--- src/rtl/dtree_seq_classifier_pkg.sv ---
// Shared types and node-layout helpers for the sequential decision-tree classifier.
// Node word, MSB->LSB: {leaf, fidx, thresh, left, right, class}.
package dtree_pkg;

  typedef enum logic [1:0] {
    ST_IDLE = 2'd0,
    ST_WALK = 2'd1,
    ST_DONE = 2'd2
  } state_e;

  localparam int DEF_N_FEAT    = 9;
  localparam int DEF_FEAT_W    = 8;
  localparam int DEF_CLASS_W   = 2;
  localparam int DEF_N_NODES   = 31;
  localparam int DEF_MAX_DEPTH = 5;

  // Index width that stays at least one bit wide for degenerate sizes.
  function automatic int idx_w(input int n);
    return (n > 1) ? $clog2(n) : 1;
  endfunction

  function automatic int node_w(input int n_feat, input int feat_w,
                                input int n_nodes, input int class_w);
    return 1 + idx_w(n_feat) + feat_w + 2 * idx_w(n_nodes) + class_w;
  endfunction

  function automatic int right_lsb(input int class_w);
    return class_w;
  endfunction

  function automatic int left_lsb(input int class_w, input int n_nodes);
    return class_w + idx_w(n_nodes);
  endfunction

  function automatic int thr_lsb(input int class_w, input int n_nodes);
    return class_w + 2 * idx_w(n_nodes);
  endfunction

  function automatic int fidx_lsb(input int class_w, input int n_nodes, input int feat_w);
    return thr_lsb(class_w, n_nodes) + feat_w;
  endfunction

  function automatic int leaf_bit(input int n_feat, input int feat_w,
                                  input int n_nodes, input int class_w);
    return node_w(n_feat, feat_w, n_nodes, class_w) - 1;
  endfunction

endpackage

--- src/rtl/dtree_seq_classifier_if.sv ---
// Feature-in / class-out valid-ready channels plus the node-table config port.
interface dtree_seq_classifier_if
  import dtree_pkg::*;
#(
  parameter int N_FEAT  = DEF_N_FEAT,
  parameter int FEAT_W  = DEF_FEAT_W,
  parameter int CLASS_W = DEF_CLASS_W,
  parameter int N_NODES = DEF_N_NODES
);
  localparam int NODE_AW = idx_w(N_NODES);
  localparam int NODE_W  = node_w(N_FEAT, FEAT_W, N_NODES, CLASS_W);

  logic                     in_valid;
  logic                     in_ready;
  logic [N_FEAT*FEAT_W-1:0] in_x;
  logic                     out_valid;
  logic                     out_ready;
  logic [CLASS_W-1:0]       out_class;
  logic                     out_err;
  logic                     cfg_we;
  logic [NODE_AW-1:0]       cfg_addr;
  logic [NODE_W-1:0]        cfg_data;
  logic                     cfg_busy;

  modport master (
    output in_valid, in_x, out_ready, cfg_we, cfg_addr, cfg_data,
    input  in_ready, out_valid, out_class, out_err, cfg_busy
  );

  modport slave (
    input  in_valid, in_x, out_ready, cfg_we, cfg_addr, cfg_data,
    output in_ready, out_valid, out_class, out_err, cfg_busy
  );
endinterface

--- src/rtl/dtree_seq_classifier_node_mem.sv ---
// Node table: N_NODES x NODE_W register file, async read, sync write,
// async reset of every entry to a class-0 leaf (leaf flag is the MSB).
module dtree_node_mem #(
  parameter int N_NODES = 31,
  parameter int NODE_W  = 25,
  parameter int AW      = 5
) (
  input  logic              clk,
  input  logic              rst,
  input  logic              we,
  input  logic [AW-1:0]     waddr,
  input  logic [NODE_W-1:0] wdata,
  input  logic [AW-1:0]     raddr,
  output logic [NODE_W-1:0] rdata
);
  localparam logic [NODE_W-1:0] RST_NODE = {1'b1, {(NODE_W-1){1'b0}}};
  localparam logic [AW:0]       N_LIM    = (AW+1)'(N_NODES);

  logic [NODE_W-1:0] mem_q [N_NODES];
  logic [NODE_W-1:0] mem_d [N_NODES];

  always_comb begin
    mem_d = mem_q;
    if (we && ({1'b0, waddr} < N_LIM)) begin
      mem_d[waddr] = wdata;
    end
  end

  always_ff @(posedge clk or posedge rst) begin
    if (rst) begin
      for (int i = 0; i < N_NODES; i++) begin
        mem_q[i] <= RST_NODE;
      end
    end else begin
      mem_q <= mem_d;
    end
  end

  // Out-of-range addresses read as a harmless leaf; the walker never issues them.
  assign rdata = ({1'b0, raddr} < N_LIM) ? mem_q[raddr] : RST_NODE;
endmodule

--- src/rtl/dtree_seq_classifier.sv ---
// Sequential decision-tree classifier: walks the programmable node table one level per clock.
// Optional feature macro: DTREE_STATS_EN adds saturating stat_done / stat_err counters.
module dtree_seq_classifier
  import dtree_pkg::*;
#(
  parameter int N_FEAT    = DEF_N_FEAT,
  parameter int FEAT_W    = DEF_FEAT_W,
  parameter int CLASS_W   = DEF_CLASS_W,
  parameter int N_NODES   = DEF_N_NODES,
  parameter int MAX_DEPTH = DEF_MAX_DEPTH
) (
  input  logic clk,
  input  logic rst,
  dtree_seq_classifier_if.slave bus
`ifdef DTREE_STATS_EN
  ,
  output logic [31:0] stat_done,
  output logic [31:0] stat_err
`endif
);
  localparam int FIDX_W    = idx_w(N_FEAT);
  localparam int NODE_AW   = idx_w(N_NODES);
  localparam int NODE_W    = node_w(N_FEAT, FEAT_W, N_NODES, CLASS_W);
  localparam int DEPTH_W   = idx_w(MAX_DEPTH + 1);
  localparam int RIGHT_LSB = right_lsb(CLASS_W);
  localparam int LEFT_LSB  = left_lsb(CLASS_W, N_NODES);
  localparam int THR_LSB   = thr_lsb(CLASS_W, N_NODES);
  localparam int FIDX_LSB  = fidx_lsb(CLASS_W, N_NODES, FEAT_W);
  localparam int LEAF_BIT  = leaf_bit(N_FEAT, FEAT_W, N_NODES, CLASS_W);

  localparam logic [FIDX_W:0]  FEAT_LIM  = (FIDX_W+1)'(N_FEAT);
  localparam logic [NODE_AW:0] NODE_LIM  = (NODE_AW+1)'(N_NODES);
  localparam logic [DEPTH_W-1:0] DEPTH_LIM = DEPTH_W'(MAX_DEPTH);

  state_e                   state_q, state_d;
  logic [NODE_AW-1:0]       ptr_q, ptr_d;
  logic [DEPTH_W-1:0]       depth_q, depth_d;
  logic [N_FEAT*FEAT_W-1:0] x_q, x_d;
  logic [CLASS_W-1:0]       class_q, class_d;
  logic                     err_q, err_d;

  logic [NODE_W-1:0]  node;
  logic               node_leaf;
  logic [FIDX_W-1:0]  node_fidx;
  logic [FEAT_W-1:0]  node_thr;
  logic [NODE_AW-1:0] node_left;
  logic [NODE_AW-1:0] node_right;
  logic [CLASS_W-1:0] node_class;
  logic [FEAT_W-1:0]  feat_sel;
  logic [NODE_AW-1:0] child;
  logic               cfg_wr;

  assign cfg_wr = bus.cfg_we && (state_q == ST_IDLE);

  dtree_node_mem #(
    .N_NODES (N_NODES),
    .NODE_W  (NODE_W),
    .AW      (NODE_AW)
  ) u_node_mem (
    .clk   (clk),
    .rst   (rst),
    .we    (cfg_wr),
    .waddr (bus.cfg_addr),
    .wdata (bus.cfg_data),
    .raddr (ptr_q),
    .rdata (node)
  );

  assign node_leaf  = node[LEAF_BIT];
  assign node_fidx  = node[FIDX_LSB +: FIDX_W];
  assign node_thr   = node[THR_LSB +: FEAT_W];
  assign node_left  = node[LEFT_LSB +: NODE_AW];
  assign node_right = node[RIGHT_LSB +: NODE_AW];
  assign node_class = node[0 +: CLASS_W];

  always_comb begin
    feat_sel = '0;
    for (int i = 0; i < N_FEAT; i++) begin
      if (node_fidx == FIDX_W'(i)) begin
        feat_sel = x_q[i*FEAT_W +: FEAT_W];
      end
    end
  end

  assign child = (feat_sel <= node_thr) ? node_left : node_right;

  // Abort checks are ordered leaf -> feature index -> depth -> child range.
  always_comb begin
    state_d = state_q;
    ptr_d   = ptr_q;
    depth_d = depth_q;
    x_d     = x_q;
    class_d = class_q;
    err_d   = err_q;
    case (state_q)
      ST_IDLE: begin
        if (bus.in_valid) begin
          x_d     = bus.in_x;
          ptr_d   = '0;
          depth_d = '0;
          state_d = ST_WALK;
        end
      end
      ST_WALK: begin
        if (node_leaf) begin
          class_d = node_class;
          err_d   = 1'b0;
          state_d = ST_DONE;
        end else if (({1'b0, node_fidx} >= FEAT_LIM) || (depth_q == DEPTH_LIM) ||
                     ({1'b0, child} >= NODE_LIM)) begin
          class_d = '0;
          err_d   = 1'b1;
          state_d = ST_DONE;
        end else begin
          ptr_d   = child;
          depth_d = depth_q + 1'b1;
        end
      end
      ST_DONE: begin
        if (bus.out_ready) begin
          state_d = ST_IDLE;
        end
      end
      default: state_d = ST_IDLE;
    endcase
  end

  always_ff @(posedge clk or posedge rst) begin
    if (rst) begin
      state_q <= ST_IDLE;
      ptr_q   <= '0;
      depth_q <= '0;
      x_q     <= '0;
      class_q <= '0;
      err_q   <= 1'b0;
    end else begin
      state_q <= state_d;
      ptr_q   <= ptr_d;
      depth_q <= depth_d;
      x_q     <= x_d;
      class_q <= class_d;
      err_q   <= err_d;
    end
  end

  assign bus.in_ready  = (state_q == ST_IDLE);
  assign bus.out_valid = (state_q == ST_DONE);
  assign bus.out_class = class_q;
  assign bus.out_err   = err_q;
  assign bus.cfg_busy  = (state_q != ST_IDLE);

`ifdef DTREE_STATS_EN
  logic [31:0] stat_done_q, stat_done_d;
  logic [31:0] stat_err_q, stat_err_d;

  always_comb begin
    stat_done_d = stat_done_q;
    stat_err_d  = stat_err_q;
    if ((state_q == ST_DONE) && bus.out_ready) begin
      if (stat_done_q != 32'hFFFF_FFFF) begin
        stat_done_d = stat_done_q + 32'd1;
      end
      if (err_q && (stat_err_q != 32'hFFFF_FFFF)) begin
        stat_err_d = stat_err_q + 32'd1;
      end
    end
  end

  always_ff @(posedge clk or posedge rst) begin
    if (rst) begin
      stat_done_q <= '0;
      stat_err_q  <= '0;
    end else begin
      stat_done_q <= stat_done_d;
      stat_err_q  <= stat_err_d;
    end
  end

  assign stat_done = stat_done_q;
  assign stat_err  = stat_err_q;
`endif

endmodule

--- src/flat_wrapper.sv ---
// flat-port wrapper written by rule: the top's interface ports become plain ports
module dtree_seq_classifier_flat import dtree_pkg::*;
#(
  parameter int N_FEAT    = DEF_N_FEAT,
  parameter int FEAT_W    = DEF_FEAT_W,
  parameter int CLASS_W   = DEF_CLASS_W,
  parameter int N_NODES   = DEF_N_NODES,
  parameter int MAX_DEPTH = DEF_MAX_DEPTH
)
  (clk, rst, bus_in_valid, bus_in_x, bus_out_ready, bus_cfg_we, bus_cfg_addr, bus_cfg_data, bus_in_ready, bus_out_valid, bus_out_class, bus_out_err, bus_cfg_busy);
  dtree_seq_classifier_if #(.N_FEAT(N_FEAT), .FEAT_W(FEAT_W), .CLASS_W(CLASS_W), .N_NODES(N_NODES)) bus_i ();
  input  logic clk;
  input  logic rst;
  input wire logic [$bits(bus_i.in_valid)-1:0] bus_in_valid;
  input wire logic [$bits(bus_i.in_x)-1:0] bus_in_x;
  input wire logic [$bits(bus_i.out_ready)-1:0] bus_out_ready;
  input wire logic [$bits(bus_i.cfg_we)-1:0] bus_cfg_we;
  input wire logic [$bits(bus_i.cfg_addr)-1:0] bus_cfg_addr;
  input wire logic [$bits(bus_i.cfg_data)-1:0] bus_cfg_data;
  output wire logic [$bits(bus_i.in_ready)-1:0] bus_in_ready;
  output wire logic [$bits(bus_i.out_valid)-1:0] bus_out_valid;
  output wire logic [$bits(bus_i.out_class)-1:0] bus_out_class;
  output wire logic [$bits(bus_i.out_err)-1:0] bus_out_err;
  output wire logic [$bits(bus_i.cfg_busy)-1:0] bus_cfg_busy;
  assign bus_i.in_valid = bus_in_valid;
  assign bus_i.in_x = bus_in_x;
  assign bus_i.out_ready = bus_out_ready;
  assign bus_i.cfg_we = bus_cfg_we;
  assign bus_i.cfg_addr = bus_cfg_addr;
  assign bus_i.cfg_data = bus_cfg_data;
  assign bus_in_ready = bus_i.in_ready;
  assign bus_out_valid = bus_i.out_valid;
  assign bus_out_class = bus_i.out_class;
  assign bus_out_err = bus_i.out_err;
  assign bus_cfg_busy = bus_i.cfg_busy;
  dtree_seq_classifier #(.N_FEAT(N_FEAT), .FEAT_W(FEAT_W), .CLASS_W(CLASS_W), .N_NODES(N_NODES), .MAX_DEPTH(MAX_DEPTH)) u_core (.clk(clk), .rst(rst), .bus(bus_i));
endmodule
--- config.mk ---
export PLATFORM = sky130hd
export DESIGN_NAME = dtree_seq_classifier_flat
export DESIGN_NICKNAME = d
export VERILOG_FILES = /design/src/rtl/dtree_seq_classifier_pkg.sv /design/src/rtl/dtree_seq_classifier_if.sv /design/src/rtl/dtree_seq_classifier_node_mem.sv /design/src/rtl/dtree_seq_classifier.sv /design/src/flat_wrapper.sv
export SDC_FILE = /design/constraint.sdc
export NUM_CORES = 2
export LEC_CHECK = 0
export ABC_CLOCK_PERIOD_IN_PS = 29500
export CORE_MARGIN = 4
export CORE_UTILIZATION = 45
export CTS_CLUSTER_SIZE = 25
export DETAILED_ROUTE_END_ITERATION = 6
export PLACE_DENSITY = 0.58
export SLEW_MARGIN = 5
export SYNTH_ARGS = -nofsm -noshare
export SYNTH_HDL_FRONTEND = slang
export SYNTH_HIERARCHICAL = 1
export SYNTH_SLANG_ARGS = --single-unit
--- constraint.sdc ---
create_clock -name clk -period 29.5 [get_ports clk]
set_clock_uncertainty 0.1 [all_clocks]
set_input_delay 2.95 -clock clk [delete_from_list [all_inputs] [get_ports clk]]
set_output_delay 2.95 -clock clk [all_outputs]
set_load 0.02 [all_outputs]
---- After elaboration in Yosys (flattened, before gate mapping) ----
Cells that the tools add are included.
word-level totals
  register bits ........................... 860
  input port bits ......................... 107
  output and inout bits ................... 6
cells by class
  add/subtract/negate cells ............... 1
  order comparisons ....................... 8
  eq/ne operators ......................... 16
  muxes and demuxes ....................... 34
  bitwise gates (word level) .............. 2
  reduce and logical (&&, ||, !) cells .... 14
operator list
  cell                number
  $bwmux 775          1
  $bmux 25 s5         1
  $demux 25 s5        1
  $mux 25             4
  $mux 8              9
  $mux 5              4
  $eq 4x3->1 const B  4
  $ge 6x6->1 const B  2
  $mux 2              6
  $not 5->6           2
  $lt 5x5->1 const B  2
  $pmux 5 s2          1
  $mux 3              3
  $eq 4x2->1 const B  2
  $le 8x8->1          1
  $ne 2x2->1 const B  4
  $lt 6x1->1 const B  1
  $pmux 2 s3          1
  $pmux 3 s2          1
  $reduce_bool 2->1   3
  $ge 5x5->1 const B  1
  $eq 4x1->1 const B  1
  $eq 4x4->1 const B  1
  $ge 4x4->1 const B  1
  13 further kinds    18

---- Depth between registers and ports, before layout ----
  depth after elaboration ................. 22
  depth in mapped cells ................... 23

---- Modules after synthesis ----
Netlist, hierarchy kept.
by module, submodules not included
  module                times used  cells each  area each (µm²)  seq. area each (µm²)
  dtree_node_mem        1           2549        36237.3          19432.4
  dtree_seq_classifier  1           475         4221.5           2127.0

---- Least setup slack after synthesis ----
Ideal clock, no wire load.
  kind .................................... in2reg
  from .................................... input bus_cfg_we
  to ...................................... register u_core/u_node_mem/mem_q[150] (netlist bit)
  library setup time ...................... 0.125 ns
  data arrival time ....................... 4.304 ns
  path slack .............................. 24.971 ns
  stages on the path ...................... 6
  cell sequence ........................... and2_1 > or3b_1 > buf_6 > nor2_8 > buf_6 > mux2_2
on the way
  longest elaborated chain between the ends .. 2
RTL lines
  element               RTL line                             source
  from (decl)           flat_wrapper.sv:17                   input wire logic [$bits(bus_i.cfg_we)-1:0] bus_cfg_we;
  $logic_and 1x1->1     dtree_seq_classifier.sv:53           assign cfg_wr = bus.cfg_we && (state_q == ST_IDLE);
  $logic_and 1x1->1     dtree_seq_classifier_node_mem.sv:24  if (we && ({1'b0, waddr} < N_LIM)) begin
  to (signal assigned)  dtree_seq_classifier_node_mem.sv:35  mem_q <= mem_d;
  to (decl)             dtree_seq_classifier_node_mem.sv:19  logic [NODE_W-1:0] mem_q [N_NODES];
No other way between the ends.
A chain may end at the register's enable or synchronous reset.

==> flow_summary_export.csv <==
group,metric,value,unit
clocking,cts-root-buf,"clkbuf_16",
timing,setup-violations-final,0,
setup_path,critPathArrivalTime,7.84,ns
finish,area_growth,11.7,%
drt,drcViolationCount,0,
timing,post-route-period-util,24.8,%
setup_path,crit_type,"primary input to async pin",
clocking,cts_hold_buffers,0,
synthesis,async_reset_ff_share,100,%
clocking,cts_tree,"built",
placed_design,dp.cells,4090,
setup_path,crit_fanout,140,
synthesis,synthDistinctLibCells,62,
global_route,grt_max_degree,141,
run_status,status,"complete, no violations",
setup_path,cp-end-kind,"async pin",
synthesis,ys_seq_area_share,53.3,%
drt,vias_per_cell,5.91,
timing,relSlewSlack,14.7,%
synthesis,ys_ff_latch,860,
clocking,cts.reportedPaths.clkPinSlew,0.05,ns
setup_path,critPathSlowestCell,"buf_4",
power_and_ir_drop,irDropWorstVdd,0.0000525,V
clocking,cts_resized,0,
drt,drtIter0Drc,2019,
drt,via_count,25200,
drt,first_pass_iters,5,
placed_design,post-dp-hpwl,67.5,mm
timing,report.final.slew_viol_count,0,
synthesis,synth_enable_flop_cells,0,
global_route,grt_pass1_vias,26400,
clocking,numCtsBuffers,94,
die,start_util,45.6,%
die,fp.coreArea,88800,um^2
finish,final_common_cell,"dfrtp_1",
setup_path,crit_chain,"clkdlybuf4s50_1, inv_8, buf_4, buf_4, buf_12, buf_4",
global_route,grt_pass1_wl,173,mm
synthesis,postSynthCellCount,3024,
finish,layout-drive-gt1-share,34.8,%
synthesis,yosys.area.top_type,"dfrtp_1",
clocking,postCtsSetupRepairBufs,0,
setup_path,startpoint_type,"primary input",
power_and_ir_drop,cellPowerDensity,90.0,nW/um^2
finish,mostFrequentLayoutCells,"dfrtp_1, mux2_2, nand2_1",
timing,fin_tns_setup,0,ns
synthesis,yosys-top-cells-area,"dfrtp_1, mux2_2, mux2i_1, mux4_2, nand2_1",
synthesis,syn_avg_cell_area,13.4,um^2
placed_design,numPortBuffers,112,
placed_design,gp_congestion,0.817,
timing,fin_crit,7.32,ns
setup_path,slowest_delay,0.89,ns
timing,finalHoldViolCount,0,
global_route,antenna_found_initial,12,
clocking,clk_path_buf_depth,3,
setup_path,cpMostUsedCell,"buf_4",
finish,final_cells,4264,
drt,wl_per_cell,26.8,um
timing,worst_pin_slew,1.28,ns
synthesis,ys.flop_type,"dfrtp_1",
timing,rsz0062_at_grt,"false",
hold_path,min_path_type,"flip-flop to flip-flop",
die,rows,109,
finish,final_nets,3138,
setup_path,required,30.02,ns
run,maxCapViolations,0,
die,die_w,308,um
die,ioPinCount,113,
die,die_area,94800,um^2
drt,wl,114,mm
global_route,track_usage,24.2,%
global_route,grt_overflow,0,
timing,max_freq,137,MHz
clocking,clock_sinks,860,
clocking,insertion_delay,0.67,ns
synthesis,synth_top_area_share,51.3,%
drt,ant_nets,0,
synthesis,synthesis.nets,3141,
clocking,htree_levels,3,
synthesis,synth_area,40500,um^2
die,dieHeight,308,um
synthesis,yosysWarnings,6,
power_and_ir_drop,leakage,20.5,nW
==> routing by layer <==
| metal | track usage [%] | up-vias | wire [um] |
|---|---|---|---|
| met1 | 34.9 | 13400 | 52100 |
| met2 | 38.1 | 719 | 52400 |
| met3 | 3.91 | 161 | 6630 |
| met5 | 0 | - | 40 |
| met4 | 7.05 | 6 | 2900 |
| li1 | - | 10900 | - |
==> cell type report <==
cell class                      count  area (um^2)
Clock buffer                      145         2780
Tap cell                         1165         1460
Antenna cell                        5         12.5
Sequential cell                   860        21600
Inverter                           53          208
Timing Repair Buffer              164         1560
Fill cell                        7473        43600
Clock inverter                     24          283
Multi-Input combinational cell   1848        17300
==> stage by stage <==
step / hold slack, ns / power (W) / cell area (um^2) / worst slack, ns / utilization, %
2_1_floorplan: 0.338 / 0.00258 / 40500 / 4.74 / -
3_3_place_gp: 0.352 / 0.00286 / 42100 / 21.61 / 47.4
3_5_place_dp: 0.358 / 0.00291 / 42100 / 21.41 / 47.4
4_1_cts: 0.377 / 0.00409 / 45200 / 22.09 / 50.9
5_1_grt: 0.388 / 0.00429 / 45200 / 21.48 / 50.9
6_report: 0.374 / 0.00407 / 45200 / 22.18 / 50.9
==> power by group <==
part	internal [W]	switching, W	leakage, nW
Combinational	0.000558	0.000596	7.80
Sequential	0.00155	0.000195	11.2
Clock	0.000684	0.000483	1.51
Total	0.00279	0.00127	20.5
==> path summary, 6_finish.rpt <==
path,startpoint,end,slack [ns],cells after the start
hold reg to reg,u_core/x_q[49],u_core/x_q[49],0.37,2
min in group asynchronous,rst,u_core/x_q[10],2.60,2
setup / recovery,rst,u_core/u_node_mem/mem_q[661],22.18,6
hold / removal,u_core/x_q[49],u_core/x_q[49],0.37,2
max in group clk,u_core/ptr_q[1],u_core/ptr_q[1],22.52,17
setup reg to reg,u_core/ptr_q[1],u_core/ptr_q[1],22.52,17
==> registers in the layout (all words and copies together) (netlist names) <==
signal,cells
u_core/bus.out_class,2
u_core/u_node_mem/mem_q,775
u_core/bus.out_err,1
u_core/depth_q,3
u_core/state_q,2
u_core/ptr_q,5
u_core/x_q,72
==> cells in the mapped netlist (8+ instances only) <==
cell	number
a21oi_1	41
a22oi_1	105
buf_2	88
buf_6	33
clkbuf_1	129
dfrtp_1	829
dfstp_2	31
ha_1	10
inv_1	53
mux2_1	22
mux2_2	661
mux2_4	60
mux2i_1	263
mux4_2	70
nand2_1	292
nand2_2	16
nand3_1	68
nand4_1	27
nor2_1	23
nor2_8	8
nor2b_1	14
o211ai_1	14
o21ai_0	49
o221ai_1	36
==> worst max-delay path: cells and delay by family <==
| kind | cells | cell delay, ns |
|---|---|---|
| buffers and inverters | 6 | 4.33 |
==> cells by family (layout without fill, tap and decap cells) <==
family | after synthesis | after routing | share of synthesized area, %
multiplexers | 1076 | 1076 | 31.6
buffers and inverters | 316 | 386 | 4.09
flip-flops | 860 | 860 | 53.3
AO/OA/AOI/OAI | 269 | 269 | 4.60
other | 0 | 5 | 0
adder cells (fa/ha/maj) | 10 | 10 | 0.309
AND/OR/NAND/NOR | 493 | 493 | 6.07
Power figures use the tool's default switching activity.
